## config.mk

```make
export PLATFORM = sky130hd
export DESIGN_NAME = dmem_arbiter_flat
export DESIGN_NICKNAME = d
export VERILOG_FILES = /design/src/rtl/dmem_arbiter_if.sv /design/src/rtl/dmem_arbiter.sv /design/src/flat_wrapper.sv
export SDC_FILE = /design/constraint.sdc
export NUM_CORES = 1
export LEC_CHECK = 0
export BUFFER_PORTS_ARGS = -buffer_cell sky130_fd_sc_hd__buf_2
export CELL_PAD_IN_SITES_DETAIL_PLACEMENT = 0
export CELL_PAD_IN_SITES_GLOBAL_PLACEMENT = 2
export CORE_MARGIN = 2
export CORE_UTILIZATION = 24
export CTS_BUF_LIST = sky130_fd_sc_hd__clkbuf_2 sky130_fd_sc_hd__clkbuf_4 sky130_fd_sc_hd__clkbuf_8
export CTS_CLUSTER_SIZE = 25
export DETAILED_ROUTE_END_ITERATION = 12
export PLACE_DENSITY = 0.87
export SLEW_MARGIN = 25
export SYNTH_ARGS = -nofsm -noshare
export SYNTH_HDL_FRONTEND = slang
export SYNTH_SLANG_ARGS = --single-unit
```

## constraint.sdc

```tcl
create_clock -name clk -period 2.3 [get_ports clk]
set_clock_uncertainty 0.15 [all_clocks]
set_input_delay 0.115 -clock clk [delete_from_list [all_inputs] [get_ports clk]]
set_output_delay 0.115 -clock clk [all_outputs]
set_load 0.02 [all_outputs]
```

## src/rtl/dmem_arbiter_if.sv

```systemverilog
// Per-master data-memory port: request/lock bundle in,
// grant and registered read return out.
interface dmem_arbiter_if #(
  parameter int A = 8,
  parameter int D = 8
);
  logic         req;
  logic         we;
  logic         lock;
  logic [A-1:0] addr;
  logic [D-1:0] wdata;
  logic         gnt;
  logic         rvalid;
  logic [D-1:0] rdata;

  modport master (
    output req, we, lock, addr, wdata,
    input  gnt, rvalid, rdata
  );

  modport slave (
    input  req, we, lock, addr, wdata,
    output gnt, rvalid, rdata
  );
endinterface

```

## src/rtl/dmem_arbiter.sv

```systemverilog
// Round-robin arbiter sharing one data RAM between two
// masters, with bounded burst lock and registered read data.
module dmem_arbiter #(
  parameter int D        = 8,
  parameter int A        = 8,
  parameter int LOCK_MAX = 16
) (
  input  logic                clk,
  input  logic                rst_n,
  dmem_arbiter_if.slave       m0,
  dmem_arbiter_if.slave       m1,
  output logic [A-1:0]        ram_addr,
  output logic                ram_en,
  output logic [D-1:0]        ram_in,
  input  logic [D-1:0]        ram_data
);

  localparam int CW = (LOCK_MAX > 2) ? $clog2(LOCK_MAX) : 1;
  localparam logic [CW-1:0] CMAX = CW'(LOCK_MAX - 1);

  typedef enum logic [1:0] {
    FREE  = 2'd0,
    LOCK0 = 2'd1,
    LOCK1 = 2'd2
  } state_e;

  state_e        state_q, state_d;
  logic [CW-1:0] cnt_q, cnt_d;
  logic          last_q, last_d;
  logic          rvalid0_q, rvalid1_q;
  logic [D-1:0]  rdata0_q, rdata1_q;
  logic          g0, g1;
  logic          own_lock;

  always_comb begin
    g0 = 1'b0;
    g1 = 1'b0;
    unique case (state_q)
      LOCK0: g0 = m0.req;
      LOCK1: g1 = m1.req;
      default: begin
        // on a tie the master that did not go last wins
        g0 = m0.req & (~m1.req | last_q);
        g1 = m1.req & (~m0.req | ~last_q);
      end
    endcase
    if (!rst_n) begin
      g0 = 1'b0;
      g1 = 1'b0;
    end
  end

  assign own_lock = (state_q == LOCK1) ? m1.lock
                                       : m0.lock;

  always_comb begin
    state_d = state_q;
    cnt_d   = cnt_q;
    last_d  = last_q;
    if (g0) begin
      last_d = 1'b0;
    end else if (g1) begin
      last_d = 1'b1;
    end
    unique case (state_q)
      LOCK0, LOCK1: begin
        if (cnt_q == CMAX) begin
          state_d = FREE;
          cnt_d   = '0;
          last_d  = (state_q == LOCK1);
        end else if (!own_lock) begin
          state_d = FREE;
          cnt_d   = '0;
        end else begin
          cnt_d = cnt_q + CW'(1);
        end
      end
      default: begin
        if (g0 && m0.lock) begin
          state_d = LOCK0;
          cnt_d   = CW'(1);
        end else if (g1 && m1.lock) begin
          state_d = LOCK1;
          cnt_d   = CW'(1);
        end
      end
    endcase
  end

  always_ff @(posedge clk or negedge rst_n) begin
    if (!rst_n) begin
      state_q <= FREE;
      cnt_q   <= '0;
      last_q  <= 1'b1;
    end else begin
      state_q <= state_d;
      cnt_q   <= cnt_d;
      last_q  <= last_d;
    end
  end

  always_ff @(posedge clk or negedge rst_n) begin
    if (!rst_n) begin
      rvalid0_q <= 1'b0;
      rvalid1_q <= 1'b0;
      rdata0_q  <= '0;
      rdata1_q  <= '0;
    end else begin
      rvalid0_q <= g0 & ~m0.we;
      rvalid1_q <= g1 & ~m1.we;
      if (g0 && !m0.we) begin
        rdata0_q <= ram_data;
      end
      if (g1 && !m1.we) begin
        rdata1_q <= ram_data;
      end
    end
  end

  assign ram_addr  = g1 ? m1.addr : m0.addr;
  assign ram_in    = g1 ? m1.wdata : m0.wdata;
  assign ram_en    = (g0 & m0.we) | (g1 & m1.we);

  assign m0.gnt    = g0;
  assign m1.gnt    = g1;
  assign m0.rvalid = rvalid0_q;
  assign m1.rvalid = rvalid1_q;
  assign m0.rdata  = rdata0_q;
  assign m1.rdata  = rdata1_q;

endmodule

```

## src/flat_wrapper.sv

```systemverilog
// flat-port wrapper written by rule: the top's interface ports become plain ports
module dmem_arbiter_flat 
#(
  parameter int D        = 8,
  parameter int A        = 8,
  parameter int LOCK_MAX = 16
)
  (clk, rst_n, ram_addr, ram_en, ram_in, ram_data, m0_req, m0_we, m0_lock, m0_addr, m0_wdata, m0_gnt, m0_rvalid, m0_rdata, m1_req, m1_we, m1_lock, m1_addr, m1_wdata, m1_gnt, m1_rvalid, m1_rdata);
  dmem_arbiter_if #(.A(A), .D(D)) m0_i ();
  dmem_arbiter_if #(.A(A), .D(D)) m1_i ();
  input  logic clk;
  input  logic rst_n;
  output logic [A-1:0] ram_addr;
  output logic ram_en;
  output logic [D-1:0] ram_in;
  input  logic [D-1:0] ram_data;
  input wire logic [$bits(m0_i.req)-1:0] m0_req;
  input wire logic [$bits(m0_i.we)-1:0] m0_we;
  input wire logic [$bits(m0_i.lock)-1:0] m0_lock;
  input wire logic [$bits(m0_i.addr)-1:0] m0_addr;
  input wire logic [$bits(m0_i.wdata)-1:0] m0_wdata;
  output wire logic [$bits(m0_i.gnt)-1:0] m0_gnt;
  output wire logic [$bits(m0_i.rvalid)-1:0] m0_rvalid;
  output wire logic [$bits(m0_i.rdata)-1:0] m0_rdata;
  input wire logic [$bits(m1_i.req)-1:0] m1_req;
  input wire logic [$bits(m1_i.we)-1:0] m1_we;
  input wire logic [$bits(m1_i.lock)-1:0] m1_lock;
  input wire logic [$bits(m1_i.addr)-1:0] m1_addr;
  input wire logic [$bits(m1_i.wdata)-1:0] m1_wdata;
  output wire logic [$bits(m1_i.gnt)-1:0] m1_gnt;
  output wire logic [$bits(m1_i.rvalid)-1:0] m1_rvalid;
  output wire logic [$bits(m1_i.rdata)-1:0] m1_rdata;
  assign m0_i.req = m0_req;
  assign m0_i.we = m0_we;
  assign m0_i.lock = m0_lock;
  assign m0_i.addr = m0_addr;
  assign m0_i.wdata = m0_wdata;
  assign m0_gnt = m0_i.gnt;
  assign m0_rvalid = m0_i.rvalid;
  assign m0_rdata = m0_i.rdata;
  assign m1_i.req = m1_req;
  assign m1_i.we = m1_we;
  assign m1_i.lock = m1_lock;
  assign m1_i.addr = m1_addr;
  assign m1_i.wdata = m1_wdata;
  assign m1_gnt = m1_i.gnt;
  assign m1_rvalid = m1_i.rvalid;
  assign m1_rdata = m1_i.rdata;
  dmem_arbiter #(.D(D), .A(A), .LOCK_MAX(LOCK_MAX)) u_core (.clk(clk), .rst_n(rst_n), .m0(m0_i), .m1(m1_i), .ram_addr(ram_addr), .ram_en(ram_en), .ram_in(ram_in), .ram_data(ram_data));
endmodule
```

### Word-level counts from Yosys, hierarchy flattened

Index checks and enable logic that the tools add are counted.

| word-level totals | value |
|---|---|
| flip-flop bits (word level) | 25 |
| input bits | 48 |

| operators by class | value |
|---|---|
| $add $sub $neg | 1 |
| equal/unequal tests | 4 |
| mux-type cells | 21 |
| bitwise operators | 14 |
| reductions and logical operators | 9 |

Operators by type and width:

| cell | count |
|---|---|
| 4-bit 2-to-1 mux | 5 |
| 8-bit 2-to-1 mux | 2 |
| 2-bit 2-to-1 mux | 5 |
| 1-bit 2-to-1 mux | 7 |
| 1-bit bitwise AND | 6 |
| 1-bit inverter | 5 |
| 4-bit by 1-bit adder with 4-bit output (second input constant) | 1 |
| 4-bit equality test (second input constant) | 1 |
| 1-bit logical AND | 4 |
| 1-bit case mux with 2 select lines | 2 |
| 3-bit inequality test (second input constant) | 1 |
| 1-bit OR | 3 |
| 3-bit nonzero test | 1 |
| 2-bit by 1-bit equality test with 1-bit output (second input constant) | 1 |
| 2-bit equality test (second input constant) | 1 |
| 1-bit logical NOT | 2 |
| 2-bit AND reduction | 1 |
| 2-bit OR reduction | 1 |

### Longest topological paths before layout

| logic depth | value |
|---|---|
| depth after elaboration | 9 |
| mapped depth | 9 |
| gate-level depth less buffers | 7 |

### Worst setup path after synthesis

Ideal clock, no wire load.

| timing path | value |
|---|---|
| kind | reg2reg |
| start point | reg u_core.state_q[0] |
| end point | reg u_core.rdata0_q[0] (netlist: u_core.m0.rdata[0]) |
| data arrival time | 1.912 ns |
| setup slack | 0.113 ns |
| cell stages (with the launch flop) | 8 |
| path buffers | 2 |
| period minus slack after synthesis | 2.187 ns |
| path through | dfrtp_1 > inv_1 > ha_1 > buf_4 > a211oi_4 > and2b_1 > buf_6 > mux2_2 |

| between the ends | value |
|---|---|
| cells in the longest elaborated chain, start to end | 4 |

Ends and longest elaborated chain:

| what | RTL line | text |
|---|---|---|
| start, declared | dmem_arbiter.sv:27 | `state_e state_q, state_d;` |
| start signal, assigned | dmem_arbiter.sv:96 | `state_q <= state_d;` |
| 2-bit equality test or 2-bit by 1-bit equality test with 1-bit output (tied branches) | dmem_arbiter.sv:38 | `unique case (state_q)` |
| 1-bit case mux with 2 select lines * | dmem_arbiter.sv:38 |  |
| 1-bit 2-to-1 mux * | dmem_arbiter.sv:47 | `if (!rst_n) begin` |
| named net m0_gnt | flat_wrapper.sv:22 | `output wire logic [$bits(m0_i.gnt)-1:0] m0_gnt;` |
| 1-bit logical AND * | dmem_arbiter.sv:111 | `if (g0 && !m0.we) begin` |
| end signal, assigned | dmem_arbiter.sv:112 | `rdata0_q <= ram_data;` |
| end, declared | dmem_arbiter.sv:31 | `logic [D-1:0] rdata0_q, rdata1_q;` |

The timed path passes the listed nets; every way through them passes the cells marked *.
A chain may end at the register's enable or synchronous reset.

### Final worst setup path

| timing path | value |
|---|---|
| start point | reg u_core.state_q[0] |
| end point | out ram_en |

| between the ends | value |
|---|---|
| cells in the longest elaborated chain, start to end | 5 |

Ends and longest elaborated chain:

| what | RTL line | text |
|---|---|---|
| 2-bit equality test or 2-bit by 1-bit equality test with 1-bit output (tied branches) | dmem_arbiter.sv:38 |  |
| 1-bit case mux with 2 select lines | dmem_arbiter.sv:38 |  |
| 1-bit 2-to-1 mux | dmem_arbiter.sv:47 |  |
| 1-bit bitwise AND | dmem_arbiter.sv:122 | `assign ram_en = (g0 & m0.we) \| (g1 & m1.we);` |
| 1-bit OR * | dmem_arbiter.sv:122 |  |
| end, declared | flat_wrapper.sv:14 | `output logic ram_en;` |

Mark *: on every way between the ends. The rest lies on a longest branch, timed or not.

==> results by stage <==
Outcome:
- The run finished with clean final reports.

Final layout:
- The final core utilization is between 30% and 40%.
- The number of antenna diodes in the final layout is 0.
- The area growth from synthesis to layout is 54.0%.
- The share of post-route cells with drive strength above 1 is slightly above 50%.
- The number of non-filler instances in the completed layout is just over 300.
- The count of filler cells inserted in the layout is ~560.
- The final layout contains 290 nets.

Critical path:
- The critical path goes through inv_1, ha_4, o211ai_1, a31o_4, inv_8, a22o_1, buf_2.
- The worst setup path is launched from a register.
- Of all nets on the critical path, the largest fanout is 19.
- Together, buffers and inverters on the worst path number 3.
- The worst path arrival time is ~1.9 ns.
- The setup slack of the worst register-to-register path is 0.22 ns.
- The cell with the largest stage delay on the worst path is dfrtp_1.
- The top cell family by delay on the critical path is compound AO/OA/AOI/OAI gates.
- The critical path class is register to output port.
- At the worst endpoint, the required time is 2.04 ns.
- The endpoint type of the worst setup path is an output port.
- The maximum cell stage delay along the critical path is 0.38 ns.

Timing:
- The transition at the pin with the smallest max-transition slack is between 0.4 and 0.5 ns.
- For this run, the top clock speed supported by timing is 461 MHz.
- The number of hold-slack violations in the final timing report is 0.
- The clock period minus worst slack is 2.17 ns.
- The worst relative slew slack is 70.7%.
- Adding up every negative setup slack in the final design gives 0 ns.
- Setup violations remaining at the end of the flow were counted as 0.
- The final max-slew violation count came to 0.
- The post-route clock period utilization is roughly 94%.
- The worst hold margin is 0.0761 ns.
- Setup repair after global routing left no endpoint under its margin.

Floorplan:
- During I/O placement, the number of pins put on the boundary was 85.
- The floorplan step set the die width to between 70 and 80 microns.
- Once the floorplan was initialized, standard cells occupied between 20% and 30% of the core.
- The area of the die is around 6200 sq um.
- The core footprint is ~5500 sq um.
- In this run the vertical extent of the chip is approximately 79 microns.
- The site row count is 27.

Clock network:
- The TritonCTS clock tree is done.
- The number of clock buffers added by TritonCTS is 3.
- The clock tree buffer depth is 2.
- The count of H-tree levels built during CTS is 1.
- The clock net in this run drives a total of 25 sinks.
- The insertion delay to the later sink of the worst-skew pair is 0.26 ns.
- The tree is rooted in a clkbuf_8.
- The clock-pin transition on the worst setup and hold timing paths is around 0.090 ns.

Detailed routing:
- The total number of vias is ~1300.
- The average wire length per cell after detail routing is 11.2 microns.
- The aggregate routed wire length is roughly 3.5 mm.
- The first TritonRoute pass finished after 3 iterations.
- The number of remaining DRC errors is 0.
- Using the TritonRoute via totals, the vias-per-cell ratio works out to between 4 and 5.
- The detail route stage leaves a number of antenna-violating nets equal to 0.
- After the first detailed-routing iteration, the DRC count stood at 15.

Placement:
- The last weighted congestion value of the routability-driven placer is between 0.7 and 0.8.
- The total placed cells including tap cells is 293.
- Port buffering added 84 buffers.
- Detailed placement ended at an HPWL of ~2.7 mm.

Power:
- Power spread over the standard cell area amounts to approximately 1200 nW/um^2.
- The worst voltage drop across the vdd grid is 0.523 mV.
- The leakage power figure is 0.00113 uW.
- The design draws 2440 uW.

Run:
- Max-cap violations in this run came to 0.

GRT:
- The number of global-route vias before repair came to approximately 1200.
- The overall track demand over capacity in global routing is 10.4%.
- Entering global routing, the biggest net connects 21 pins.
- The first global-routing pass estimated 5.24 mm of wire.
- After global routing the overflow that remains totals 0.
- The number of antenna violations at the first check in global routing was 0.

Yosys:
- After Yosys synthesis, full adders, half adders and majority gates account for roughly 2.8% of the synthesized area.
- The total of flip-flops plus latches after synthesis is 25.
- Of the post-synthesis cell area, the part taken by muxes is about 15%.
- Summing the areas of all compound-gate instances in the mapped netlist gives roughly 9.6% of the synthesized area.
- After synthesis, the largest area contributor takes up 44.4% of total cell area.
- After synthesis, the mean cell area works out to around 10 sq um.
- The fraction of the yosys area taken by sequential cells is roughly 46%.
- After synthesis, the largest family of logic cells by area is simple AND/OR/NAND/NOR gates.
- Synthesis produced a netlist with a net count of between 150 and 200.
- For this run, the number of Yosys warnings is 0.
- The synthesized instance count is between 100 and 150.
- Synthesis instantiated 30 different standard cells from the library.
- The post-synthesis instance area is between 1000 and 1500 sq um.
- Sorting the synthesized cells by area gives the leading types as dfrtp_1 (44%), mux2_2 (14%), nand2_1 (14%).
- The cell type with the highest aggregate area in the netlist is dfrtp_1.
- Of the total synthesized cell area, the portion taken by AND, OR, NAND and NOR gates is between 20 and 25%.
- Summing the areas of all xor and xnor instances in the mapped netlist gives 0% of the synthesized area.

Hold path:
- The worst min-delay path class is input pin to async pin.
[flip-flops by register name, summed over array words and instances (netlist names)]
name              cells
u_core.m0.rvalid      1
u_core.m0.rdata       8
u_core.m1.rdata       8
u_core.m1.rvalid      1
u_core.last_q         1
u_core.state_q        2
u_core.cnt_q          4
[routing by layer]
layer  track usage, %  routed length, microns  vias to the layer above
li1                 -                       -                      667
met4             2.07                      19                        0
met3             2.05                     301                        2
met1             11.9                    1400                      604
met5                0                       0                        -
met2             19.9                    1770                       53
[power by group]
| group | internal (uW) | switching (uW) | total, uW |
|---|---|---|---|
| Combinational | 610 | 793 | 1400 |
| Clock | 127 | 145 | 272 |
| Sequential | 645 | 116 | 761 |
[timing repair]
action	4_1_cts	5_1_grt
pin swaps	1	1
hold endpoints to repair	42	0
gates resized for setup	2	3
hold buffers	10	0
setup endpoints to repair	17	14
buffers inserted	3	0
[layout make-up]
type | count | area [sq um] | area share (%)
tap | 72 | 90.1 | 4.33
clock inverter | 1 | 8.76 | 0.421
multi-input combinational | 102 | 683 | 32.8
sequential | 25 | 627 | 30.1
timing repair buffer | 103 | 608 | 29.2
inverter | 4 | 22.5 | 1.08
clock buffer | 3 | 41.3 | 1.98
[logic make-up after synthesis]
logic type                 Yosys count
and+or+nand+nor                     65
DFF                                 25
muxes                               18
AOI/OAI and AO/OA                   16
buffers and inverters                9
adders and majority gates            3
[metrics by stage]
| step | instance area [sq um] | setup WS [ns] |
|---|---|---|
| floorplan | 1350 | 0.113 |
| finish | 2080 | 0.132 |
| detailed placement | 1880 | 0.118 |
| global route | 2080 | 0.0394 |
| CTS | 2060 | 0.0353 |
| global placement | 1880 | 0.163 |
[synthesized netlist by cell type]
cell / count
a31o_2: 1
o21ai_0: 2
a211o_1: 2
o211ai_1: 1
a32o_1: 1
nor3_1: 2
nor4b_1: 2
a211oi_4: 1
a21oi_1: 3
nand3_1: 3
ha_1: 3
and2b_1: 1
nor2_8: 1
inv_8: 1
dfstp_2: 1
buf_4: 1
a21o_1: 2
buf_2: 2
buf_6: 2
mux2i_1: 1
nor2b_2: 1
dfrtp_1: 24
a22o_1: 2
nor4_1: 1
nand2_1: 49
and3_1: 2
inv_1: 3
mux2_2: 17
nor2_1: 3
a21oi_2: 1
[path summary, 6_finish.rpt]
path	from	to	depth (start not counted)
setup / recovery	u_core.state_q[0]	ram_en	7
hold / removal	rst_n	u_core.cnt_q[0]	2
setup reg to reg	u_core.state_q[1]	u_core.m1.rdata[4]	6
hold reg to reg	u_core.m0.rdata[6]	u_core.m0.rdata[6]	1
max in group asynchronous	rst_n	u_core.cnt_q[2]	3
min in group clk	m1_lock	u_core.state_q[1]	3
[cell usage in the layout (no fill, tap or decap), types with 2 or more instances in the layout]
master	Yosys	final
a21oi_1	3	3
nor2_1	3	3
mux2_2	17	17
nand3_1	3	3
buf_2	2	84
nor3_1	2	2
inv_1	3	3
nand2_1	49	49
o21ai_0	2	2
dfrtp_1	24	24
a211o_1	2	2
dlygate4sd3_1	0	10
ha_1	3	2
buf_4	1	7
a21o_1	2	2
a22o_1	2	2
clkbuf_8	0	3
nor4b_1	2	2
and3_1	2	2
No activity file was read; power rests on OpenSTA's default activity.
